--- config.mk ---
export PLATFORM = sky130hd
export DESIGN_NAME = floor_request_scheduler_flat
export DESIGN_NICKNAME = d
export VERILOG_FILES = /design/src/rtl/floor_request_scheduler_pkg.sv /design/src/rtl/floor_request_scheduler_if.sv /design/src/rtl/floor_request_scheduler_button_debouncer.sv /design/src/rtl/floor_request_scheduler.sv /design/src/flat_wrapper.sv
export SDC_FILE = /design/constraint.sdc
export NUM_CORES = 1
export LEC_CHECK = 0
export CORE_ASPECT_RATIO = 0.75
export CORE_MARGIN = 2
export CORE_UTILIZATION = 60
export DETAILED_ROUTE_END_ITERATION = 8
export PLACE_DENSITY = 0.79
export SLEW_MARGIN = 20
export SYNTH_ARGS = -nofsm -noshare
export SYNTH_HDL_FRONTEND = slang
export SYNTH_SLANG_ARGS = --single-unit
--- constraint.sdc ---
create_clock -name clk -period 5.2 [get_ports clk]
set_input_delay 0.78 -clock clk [delete_from_list [all_inputs] [get_ports clk]]
set_output_delay 0.78 -clock clk [all_outputs]
set_load 0.01 [all_outputs]
--- src/rtl/floor_request_scheduler_pkg.sv ---
// floor_request_scheduler_pkg: shared floor count, widths and scheduler state encodings.
package floor_request_scheduler_pkg;
    localparam int NUM_FLOORS = 9;
    localparam int FLOOR_W = 4;
    localparam logic [1:0] S_IDLE = 2'b00;
    localparam logic [1:0] S_UP = 2'b10;
    localparam logic [1:0] S_DOWN = 2'b11;
    // Positions past the top floor are treated as the top floor.
    function automatic logic [FLOOR_W-1:0] clamp_floor(input logic [FLOOR_W-1:0] f);
        return (f > FLOOR_W'(NUM_FLOORS - 1)) ? FLOOR_W'(NUM_FLOORS - 1) : f;
    endfunction
endpackage

--- src/rtl/floor_request_scheduler_if.sv ---
// floor_request_scheduler_if: call buttons and car status in, target floor and request state out.
interface floor_request_scheduler_if;
    import floor_request_scheduler_pkg::*;
    logic [NUM_FLOORS-2:0] btn_n;
    logic home_btn_n;
    logic [FLOOR_W-1:0] current_floor;
    logic car_idle;
    logic [FLOOR_W-1:0] requested_floor;
    logic [NUM_FLOORS-1:0] pending;
    logic req_valid;
    modport master (
        output btn_n, home_btn_n, current_floor, car_idle,
        input requested_floor, pending, req_valid
    );
    modport slave (
        input btn_n, home_btn_n, current_floor, car_idle,
        output requested_floor, pending, req_valid
    );
endinterface

--- src/rtl/floor_request_scheduler_button_debouncer.sv ---
// button_debouncer: 2-flop synchroniser plus stable-low counter; one accept pulse per press.
module button_debouncer #(
    parameter int DEBOUNCE_CYCLES = 16,
    parameter int CNT_W = 8
) (
    input logic clk,
    input logic rst_n,
    input logic btn_n,
    output logic accept
);
    logic [1:0] sync;
    logic [CNT_W-1:0] cnt;
    // Counter saturates at the threshold so a held button never fires again.
    always_ff @(posedge clk or negedge rst_n) begin
        if (!rst_n) begin
            sync <= 2'b11;
            cnt <= '0;
            accept <= 1'b0;
        end else begin
            sync <= {sync[0], btn_n};
            cnt <= sync[1] ? '0 : (cnt == CNT_W'(DEBOUNCE_CYCLES)) ? cnt : cnt + 1'b1;
            accept <= !sync[1] && cnt == CNT_W'(DEBOUNCE_CYCLES - 1);
        end
    end
endmodule

--- src/rtl/floor_request_scheduler.sv ---
// floor_request_scheduler: latches debounced floor calls and picks a SCAN target for the car.
module floor_request_scheduler
    import floor_request_scheduler_pkg::*;
#(
    parameter int DEBOUNCE_CYCLES = 16,
    parameter int CNT_W = 8
) (
    input logic clk,
    input logic rst_n,
    floor_request_scheduler_if.slave bus
);
    logic [NUM_FLOORS-1:0] buttons, accept, occupied, pending_n, pending_q, only_cf;
    logic [FLOOR_W-1:0] cf, above, below, nearest, idle_tgt, req_q, req_n;
    logic [1:0] state_q, state_n;
    logic has_above, has_below, hold, valid_q;

    assign buttons = {bus.btn_n, bus.home_btn_n};
    assign cf = clamp_floor(bus.current_floor);

    for (genvar i = 0; i < NUM_FLOORS; i++) begin : g_btn
        button_debouncer #(.DEBOUNCE_CYCLES(DEBOUNCE_CYCLES), .CNT_W(CNT_W)) u_deb (
            .clk(clk),
            .rst_n(rst_n),
            .btn_n(buttons[i]),
            .accept(accept[i])
        );
        assign occupied[i] = bus.car_idle && cf == FLOOR_W'(i);
    end

    // Arrival clear beats a same-cycle press only at the occupied floor.
    assign pending_n = (pending_q | accept) & ~occupied;

    always_comb begin
        above = '0;
        below = '0;
        has_above = 1'b0;
        has_below = 1'b0;
        for (int f = NUM_FLOORS - 1; f >= 0; f--)
            if (pending_q[f] && FLOOR_W'(f) > cf) begin
                has_above = 1'b1;
                above = FLOOR_W'(f);
            end
        for (int f = 0; f < NUM_FLOORS; f++)
            if (pending_q[f] && FLOOR_W'(f) < cf) begin
                has_below = 1'b1;
                below = FLOOR_W'(f);
            end
    end

    assign nearest = (has_above && (!has_below || (above - cf) <= (cf - below))) ? above : below;
    assign idle_tgt = pending_q[cf] ? cf : nearest;
    assign only_cf = NUM_FLOORS'(1) << cf;
    // Freeze the target while the car sits at it so the clear lands first.
    assign hold = bus.car_idle && cf == req_q && pending_q[req_q];

    always_comb begin
        {state_n, req_n} = hold ? {state_q, req_q}
            : pending_q == '0 ? {S_IDLE, cf}
            : state_q == S_IDLE ? (idle_tgt > cf ? {S_UP, idle_tgt}
                : pending_q == only_cf ? {S_IDLE, cf} : {S_DOWN, idle_tgt})
            : state_q == S_UP ? (has_above ? {S_UP, above} : has_below ? {S_DOWN, below} : {S_IDLE, cf})
            : (has_below ? {S_DOWN, below} : has_above ? {S_UP, above} : {S_IDLE, cf});
    end

    always_ff @(posedge clk or negedge rst_n) begin
        if (!rst_n) begin
            pending_q <= '0;
            valid_q <= 1'b0;
            state_q <= S_IDLE;
            req_q <= '0;
        end else begin
            pending_q <= pending_n;
            valid_q <= |pending_n;
            state_q <= state_n;
            req_q <= req_n;
        end
    end

    assign bus.pending = pending_q;
    assign bus.req_valid = valid_q;
    assign bus.requested_floor = req_q;
endmodule

--- src/flat_wrapper.sv ---
// flat-port wrapper written by rule: the top's interface ports become plain ports
module floor_request_scheduler_flat import floor_request_scheduler_pkg::*;
#(
    parameter int DEBOUNCE_CYCLES = 16,
    parameter int CNT_W = 8
)
  (clk, rst_n, bus_btn_n, bus_home_btn_n, bus_current_floor, bus_car_idle, bus_requested_floor, bus_pending, bus_req_valid);
  floor_request_scheduler_if bus_i ();
  input logic clk;
  input logic rst_n;
  input wire logic [$bits(bus_i.btn_n)-1:0] bus_btn_n;
  input wire logic [$bits(bus_i.home_btn_n)-1:0] bus_home_btn_n;
  input wire logic [$bits(bus_i.current_floor)-1:0] bus_current_floor;
  input wire logic [$bits(bus_i.car_idle)-1:0] bus_car_idle;
  output wire logic [$bits(bus_i.requested_floor)-1:0] bus_requested_floor;
  output wire logic [$bits(bus_i.pending)-1:0] bus_pending;
  output wire logic [$bits(bus_i.req_valid)-1:0] bus_req_valid;
  assign bus_i.btn_n = bus_btn_n;
  assign bus_i.home_btn_n = bus_home_btn_n;
  assign bus_i.current_floor = bus_current_floor;
  assign bus_i.car_idle = bus_car_idle;
  assign bus_requested_floor = bus_i.requested_floor;
  assign bus_pending = bus_i.pending;
  assign bus_req_valid = bus_i.req_valid;
  floor_request_scheduler #(.DEBOUNCE_CYCLES(DEBOUNCE_CYCLES), .CNT_W(CNT_W)) u_core (.clk(clk), .rst_n(rst_n), .bus(bus_i));
endmodule
==> qor.csv, run 1 <==
stage;metric;value;unit
placed_design;DP Worst Slack;-0.389;ns
yosys;sequential fraction of the synthesis area;43.7;%
sta;final hold viol count;0;
cells_and_area;Fill cells;726;
die;Die ar.;0.0119;mm²
power_and_ir_drop;Seq pwr share;35.8;%
critical_path;data required time of the worst path;5.48;ns
die;Die Y;95.1;µm
detailed_routing;DR WL/cell;17.1;µm
sta;post-layout min period;4.87;ns
cells_and_area;Finished Core Util;75.0;%
detailed_routing;DR vias;5587;
clock_tree;Num CTS Buffers;17;
die;Core Box Area;0.0109;mm²
placed_design;GPL Wtd Cong;0.911;
cells_and_area;final-stage net count;827;
sta;Final TNS setup;0;ns
sta;relative slew slack;38.8;%
detailed_routing;initial DRC count;375;
yosys;top cell type's share of synthesized area;36.6;%
die;Die X;125;µm
clock_tree;H-tree depth;4;
power_and_ir_drop;internal power;2070;µW
power_and_ir_drop;P_sw;875;µW
placed_design;hpwl dp;10.6;mm
cells_and_area;P&R area growth vs syn;22.6;%
yosys;Post-synth ARST share;100;%
sta;final worst-path cycle share;93.6;%
placed_design;I/O Buffers;29;
global_routing;vias in the first global route;5647;
placed_design;Area after DPL;0.00737;mm²
clock_tree;CTS max path bufs;2;
power_and_ir_drop;Power Density;362;mW/mm²
yosys;Top FF cell, synth;dfrtp_1;
power_and_ir_drop;power share of the combinational group;22.8;%
clock_tree;Worst-Skew Late Latency;0.40;ns
power_and_ir_drop;clock network power share;41.4;%
detailed_routing;TritonRoute pass-1 iters;5;
detailed_routing;DRC viols;0;
outcome;status;finished clean;
critical_path;CP Capture Type;register;
yosys;Area contributors post-synth;dfrtp_1 37%, dfstp_2 7.1%, ha_1 6.2%, nor2_1 4.7%, xor2_1 4.2%;
yosys;Synth Area per Inst;9.55;µm²
clock_tree;CTS tree;yes;
global_routing;pin count of the biggest net entering global routing;76;
clock_tree;CTS sink count;115;
critical_path;kind of start point of the critical path;input port;
global_routing;initial antenna violation count;0;
detailed_routing;Detailed Route WL;15.9;mm
yosys;largest area contributor in the netlist;dfrtp_1;
yosys;Yosys cell types;84;
yosys;synthesis warning total;0;
sta;Setup Skew;0.00740;ns
global_routing;grt total ovfl;0;
sta;final slew viol count;0;
die;Rows;33;
sta;FMAX;205;MHz
min_path;min-delay worst type;reg2reg;
sta;setup slack after layout;0.332;ns
die;# IOs;30;
cells_and_area;Design Area, Final;0.00814;mm²
sta;unrepaired setup endpoints after global routing;false;
sta;Worst-Margin Slew;0.918;ns
detailed_routing;Vias/cell;6.01;
critical_path;crit path kind;in2reg;
yosys;syn nets;746;
clock_tree;Hold Buf Count CTS;0;
die;initial core utilization;61.1;%
critical_path;crit path DAT;5.15;ns
yosys;number of synthesized flops with an enable pin;0;
power_and_ir_drop;Max VDD drop;0.213;mV
yosys;Yosys reg bits;115;
job;MaxCap Viol Count;0;
cells_and_area;layout cell share with drive strength beyond 1;20.5;%
cells_and_area;n_diodes;0;
power_and_ir_drop;Sw Share;29.7;%
detailed_routing;Antenna Nets Post-Route;0;
critical_path;crit path max fanout;5;
power_and_ir_drop;Tot Pwr;2940;µW
global_routing;global-route wire length before repair;26.5;mm
clock_tree;Root Buffer;clkbuf_16;
sta;final setup fails;0;
power_and_ir_drop;Lkg Pwr;0.00365;µW
clock_tree;clock slew at reported path FFs;0.06;ns
global_routing;GRT Util Overall;27.6;%
yosys;Mapped Cells;695;
yosys;Post-Syn Area;0.00664;mm²
==> cells in the final DEF, fill, tap and decap left out, types with 5 or more instances in the layout <==
master,synthesis,layout
o21ai_0,28,24
or4_1,10,10
nand3_1,24,23
or3_1,18,18
clkbuf_16,0,17
clkdlybuf4s50_1,0,24
buf_4,2,60
and3_1,9,8
nor3_1,12,11
xor2_1,32,32
dfrtp_1,97,97
dfstp_2,18,18
nor2_1,84,83
nand2_1,57,57
nand3b_1,9,9
a31oi_1,6,5
ha_1,33,32
a21oi_1,45,43
nand2b_1,10,9
nor4_1,10,10
nor2b_1,6,6
inv_1,33,33
xnor2_1,21,20
nand4_1,7,7
==> critical path, cell delays in order <==
cell and delay, ns:
dlymetal6s2s_1 0.17, or4b_4 0.55, o21ai_2 0.09, nor2b_1 0.06, o21ba_2 0.20, ha_1 0.27
a21o_1 0.19, a21oi_2 0.16, xnor2_2 0.14, xnor2_1 0.10, ha_1 0.29, nand4_1 0.09
o21ai_1 0.08, a21oi_1 0.06, buf_4 0.15, a21oi_4 0.17, o211ai_1 0.11, o21a_1 0.18
ha_4 0.28, nand2_1 0.09, a211oi_2 0.21, o22ai_2 0.12, o21ai_2 0.23, a31oi_1 0.11
o31a_1 0.26
==> logic make-up after synthesis <==
family | Yosys count | share of synthesized area [%]
adders and majority gates | 35 | 6.82
and+or+nand+nor | 277 | 21.5
buffers and inverters | 65 | 4.52
DFF | 115 | 43.7
xor gates and xnor gates | 53 | 6.99
muxes | 8 | 1.71
AOI/OAI and AO/OA | 142 | 14.8
==> sequential cells by signal, indices dropped and copies added, names as in the netlist <==
name	cells
u_core.state_q	2
u_core.g_btn.u_deb.accept	9
u_core.g_btn.u_deb.sync	18
u_core.bus.req_valid	1
u_core.bus.pending	9
u_core.bus.requested_floor	4
u_core.g_btn.u_deb.cnt	72
==> synth_stat cells, drive strengths merged, types with 6 or more instances <==
cell type  number
a31oi           6
nand3b          9
nor2           84
clkbuf         15
nand2          59
nand2b         10
o21ai          31
dfstp          18
a21oi          47
xnor2          21
nor4           12
nand3          24
nand4           7
or3            18
and3            9
or2             6
buf            14
o22ai           7
inv            36
xor2           32
nor2b           6
or4            10
ha             33
dfrtp          97
nor3           13
==> through the flow <==
stage,instances,hold WS [ns]
floorplan,695,0.345
global placement,890,0.346
detailed placement,890,0.347
CTS,922,0.351
global route,929,0.355
finish,929,0.351
==> power by group through the flow <==
stage               clock network [µW]  logic [µW]  registers, µW
floorplan                            0         417           1040
CTS                               1240         635           1050
finish                            1220         670           1060
global route                      1280         735           1070
global placement                     0         610           1060
detailed placement                   0         627           1070
==> final cells by class <==
cell class | instances | area [µm²] | share of cell area (%)
clock buffer | 19 | 453 | 5.56
clock inverter | 13 | 173 | 2.12
inverter | 36 | 138 | 1.69
multi-input combinational | 515 | 3520 | 43.2
sequential | 115 | 2900 | 35.6
tap | 140 | 175 | 2.15
timing repair buffer | 91 | 783 | 9.62
==> per-layer routing <==
metal | routed length (µm) | track usage [%] | vias to the layer above | part of all wire, %
met3 | 942 | 6.34 | 28 | 5.9
met4 | 300 | 10.6 | 0 | 1.9
met2 | 7710 | 46.0 | 198 | 48
li1 | - | - | 2623 | -
met1 | 6960 | 35.7 | 2738 | 44
met5 | 0 | 0 | - | 0
==> final timing paths <==
path | start | endpoint | slack [ns] | cells past startpoint
max reg2reg | u_core.bus.pending[5] | u_core.bus.requested_floor[1] | 0.38 | 24
min reg2reg | u_core.g_btn[4].u_deb.sync[0] | u_core.g_btn[4].u_deb.sync[1] | 0.35 | 0
min in group asynchronous | rst_n | u_core.g_btn[1].u_deb.cnt[7] | 0.51 | 1
max | bus_current_floor[3] | u_core.bus.requested_floor[1] | 0.33 | 25
max in group asynchronous | rst_n | u_core.g_btn[6].u_deb.sync[0] | 3.62 | 2
min | u_core.g_btn[4].u_deb.sync[0] | u_core.g_btn[4].u_deb.sync[1] | 0.35 | 0
==> timing repair <==
action / in CTS / in global routing
resized for setup: 1 / 24
pin swaps: 0 / 19
setup buffers: 0 / 7
gates cloned: 0 / 0
endpoints found under the setup margin: 1 / 4
Note: power is estimated with default switching activity, not from simulation.
==> run 2: changes to the inputs <==
Settings changed: CTS_CLUSTER_DIAMETER set to 30.
==> results of run 2 <==
No change in the layout: final DEF, timing and power equal those of run 1.
==> run 3: changes to the inputs <==
Settings changed: PLACE_DENSITY 0.79 to 0.76.
==> qor.csv, run 3 (synthesis gave the netlist of run 1 again) <==
stage;metric;value;unit;change
critical_path;CP Capture Type;register;;
clock_tree;Worst-Skew Late Latency;0.41;ns;about the same
cells_and_area;final-stage net count;826;;-0.12%
cells_and_area;P&R area growth vs syn;20.7;%;
sta;Hold WS;0.355;ns;+0.00345 ns
sta;Setup Skew;0.00781;ns;+0.000407 ns
critical_path;data required time of the worst path;5.49;ns;about the same
detailed_routing;Antenna Nets Post-Route;0;;unchanged
placed_design;Cells after DPL;895;;+0.56%
sta;final worst-path cycle share;94.8;%;+1.2 points
power_and_ir_drop;Seq pwr share;37.5;%;+1.7 points
power_and_ir_drop;Sw Share;30.6;%;+0.88 points
global_routing;initial antenna violation count;0;;unchanged
global_routing;GRT Util Overall;27.5;%;-0.063 points
die;# IOs;30;;unchanged
global_routing;vias in the first global route;5380;;-4.7%
sta;Worst-Margin Slew;0.849;ns;-0.0683 ns
power_and_ir_drop;internal power;1950;µW;-5.9%
outcome;status;finished clean;;
power_and_ir_drop;Lkg Pwr;0.00359;µW;-1.4%
sta;final slew viol count;0;;unchanged
placed_design;DP Worst Slack;-0.431;ns;-0.0421 ns
power_and_ir_drop;power share of the combinational group;23.1;%;+0.3 points
clock_tree;clock slew at reported path FFs;0.06;ns;about the same
die;Die ar.;0.0119;mm²;unchanged
sta;Final TNS setup;0;ns;unchanged
detailed_routing;DR WL/cell;16.4;µm;-4.1%
min_path;cell count of the worst hold path;0;;unchanged
cells_and_area;largest register by flop count;u_core.g_btn.u_deb.cnt;;
detailed_routing;Vias/cell;5.95;;-1.1%
cells_and_area;commonest non-fill, non-tap cells in the layout;97 x dfrtp_1, 84 x nor2_1, 61 x buf_4, 57 x nand2_1, 44 x a21oi_1;;
power_and_ir_drop;P_sw;859;µW;-1.9%
clock_tree;CTS tree;yes;;
die;Die X;125;µm;unchanged
cells_and_area;Largest regs;u_core.g_btn.u_deb.cnt x72, u_core.g_btn.u_deb.sync x18;;
clock_tree;CTS max path bufs;2;;unchanged
cells_and_area;Non-Filler Instances;928;;-0.11%
sta;FMAX;203;MHz;-1.3%
sta;relative slew slack;43.4;%;+4.6 points
global_routing;pin count of the biggest net entering global routing;72;;-5.3%
critical_path;FF-to-FF setup slack;0.36;ns;-0.02 ns
die;Core Box Area;0.0109;mm²;unchanged
power_and_ir_drop;clock network power share;39.4;%;-2.0 points
clock_tree;Hold Buf Count CTS;0;;unchanged
critical_path;RR Startpoint;u_core.bus.pending[5];;
detailed_routing;Detailed Route WL;15.2;mm;-4.2%
die;initial core utilization;61.1;%;unchanged
critical_path;worst reg2reg path depth;23;;-4.2%
sta;final setup fails;0;;unchanged
sta;setup slack after layout;0.268;ns;-0.0638 ns
cells_and_area;Fill cells;773;;+6.5%
sta;post-layout min period;4.93;ns;+0.0638 ns
critical_path;Reg-to-Reg End;u_core.bus.requested_floor[1];;
cells_and_area;commonest non-fill, non-tap cell in the layout;dfrtp_1;;
detailed_routing;DR vias;5520;;-1.2%
power_and_ir_drop;Power Density;350;mW/mm²;-3.1%
min_path;Worst Min Path Start;u_core.g_btn[1].u_deb.sync[0];;
placed_design;I/O Buffers;29;;unchanged
clock_tree;Num CTS Buffers;17;;unchanged
clock_tree;H-tree depth;4;;unchanged
detailed_routing;initial DRC count;554;;+48%
critical_path;crit path DAT;5.22;ns;+0.07 ns
detailed_routing;TritonRoute pass-1 iters;4;;-1
critical_path;kind of start point of the critical path;input port;;
clock_tree;Root Buffer;clkbuf_16;;
placed_design;hpwl dp;10.4;mm;-1.7%
sta;unrepaired setup endpoints after global routing;false;;
job;MaxCap Viol Count;0;;unchanged
cells_and_area;flip-flop count of the largest register after layout;72;;unchanged
critical_path;crit path kind;in2reg;;
detailed_routing;DRC viols;0;;unchanged
critical_path;crit path max fanout;5;;unchanged
sta;final hold viol count;0;;unchanged
cells_and_area;n_diodes;0;;unchanged
global_routing;grt total ovfl;0;;unchanged
min_path;hold worst-path end;u_core.g_btn[1].u_deb.sync[1];;
die;Die Y;95.1;µm;unchanged
placed_design;GPL Wtd Cong;0.872;;-4.3%
power_and_ir_drop;Max VDD drop;0.274;mV;+29%
min_path;min-delay worst type;reg2reg;;
cells_and_area;layout cell share with drive strength beyond 1;19.3;%;-1.2 points
global_routing;global-route wire length before repair;26.2;mm;-1.1%
clock_tree;CTS sink count;115;;unchanged
die;Rows;33;;unchanged
run 3: changes by cell type in the layout (fill, tap and decap cells not counted), sizes merged:
cell and delta:
buf -1, bufinv -2, clkinv -1, clkinvlp +1, inv +2
run 3: critical path, cell delays in order:
cell,delay [ns]
dlymetal6s2s_1,0.15
or4b_4,0.55
o21ai_2,0.09
nor2b_1,0.07
o21ba_2,0.21
ha_1,0.26
a21o_1,0.18
a21oi_1,0.17
xnor2_1,0.16
xnor2_1,0.15
ha_1,0.27
o21ai_0,0.17
a21oi_1,0.06
buf_4,0.15
a21oi_4,0.17
o211ai_1,0.11
o21a_1,0.16
ha_1,0.32
nand2_1,0.09
a211oi_2,0.20
o22ai_2,0.14
o21ai_2,0.22
a31oi_1,0.13
o31a_1,0.26
run 3: area by class of cell:
type | instances | area (µm²) | area share (%)
Inverter | 36 | 138 | 1.72
Tap cell | 140 | 175 | 2.19
Clock inverter | 13 | 125 | 1.56
Clock buffer | 19 | 443 | 5.53
Sequential cell | 115 | 2900 | 36.2
Timing Repair Buffer | 90 | 759 | 9.48
Multi-Input combinational cell | 515 | 3470 | 43.3
run 3: how the worst max path moves through the flow:
stage	from	to	slack, ns	cells past startpoint
floorplan	bus_current_floor[3]	u_core.bus.requested_floor[3]	0.19	23
global placement	bus_current_floor[1]	u_core.bus.requested_floor[1]	-0.27	24
detailed placement	bus_current_floor[1]	u_core.bus.requested_floor[3]	-0.43	24
CTS	bus_current_floor[1]	u_core.bus.requested_floor[1]	0.02	24
global route	u_core.bus.pending[7]	u_core.bus.requested_floor[1]	0.006	24
finish	bus_current_floor[3]	u_core.bus.requested_floor[1]	0.27	24
run 3: repair_timing:
item                                   4_1_cts  5_1_grt
gates resized for setup                      3       10
pin swaps                                    1        6
buffers inserted                             1        0
setup endpoints to repair                    2        4
endpoints found under the hold margin        0        0
run 3: routing by layer:
layer / wire, µm / track usage, % / vias to the layer above
met5: 0 / 0 / -
met4: 354 / 8.43 / 0
met3: 945 / 6.79 / 36
met2: 7080 / 44.9 / 192
met1: 6860 / 37.0 / 2671
li1: - / - / 2621
run 3: per-stage QoR:
stage	power [µW]	area, µm²	utilization (%)
2_1_floorplan	1450	6640	-
3_3_place_gp	1670	7390	68.1
3_5_place_dp	1690	7390	68.1
4_1_cts	2810	7980	73.5
5_1_grt	2950	8020	73.8
6_report	2810	8020	73.8
run 3: power by group through the flow:
stage	Clock, µW	Combinational (µW)	Sequential (µW)
6_report	1110	647	1050
5_1_grt	1170	720	1060
4_1_cts	1120	636	1050
3_5_place_dp	0	628	1060
3_3_place_gp	0	611	1060
2_1_floorplan	0	417	1040
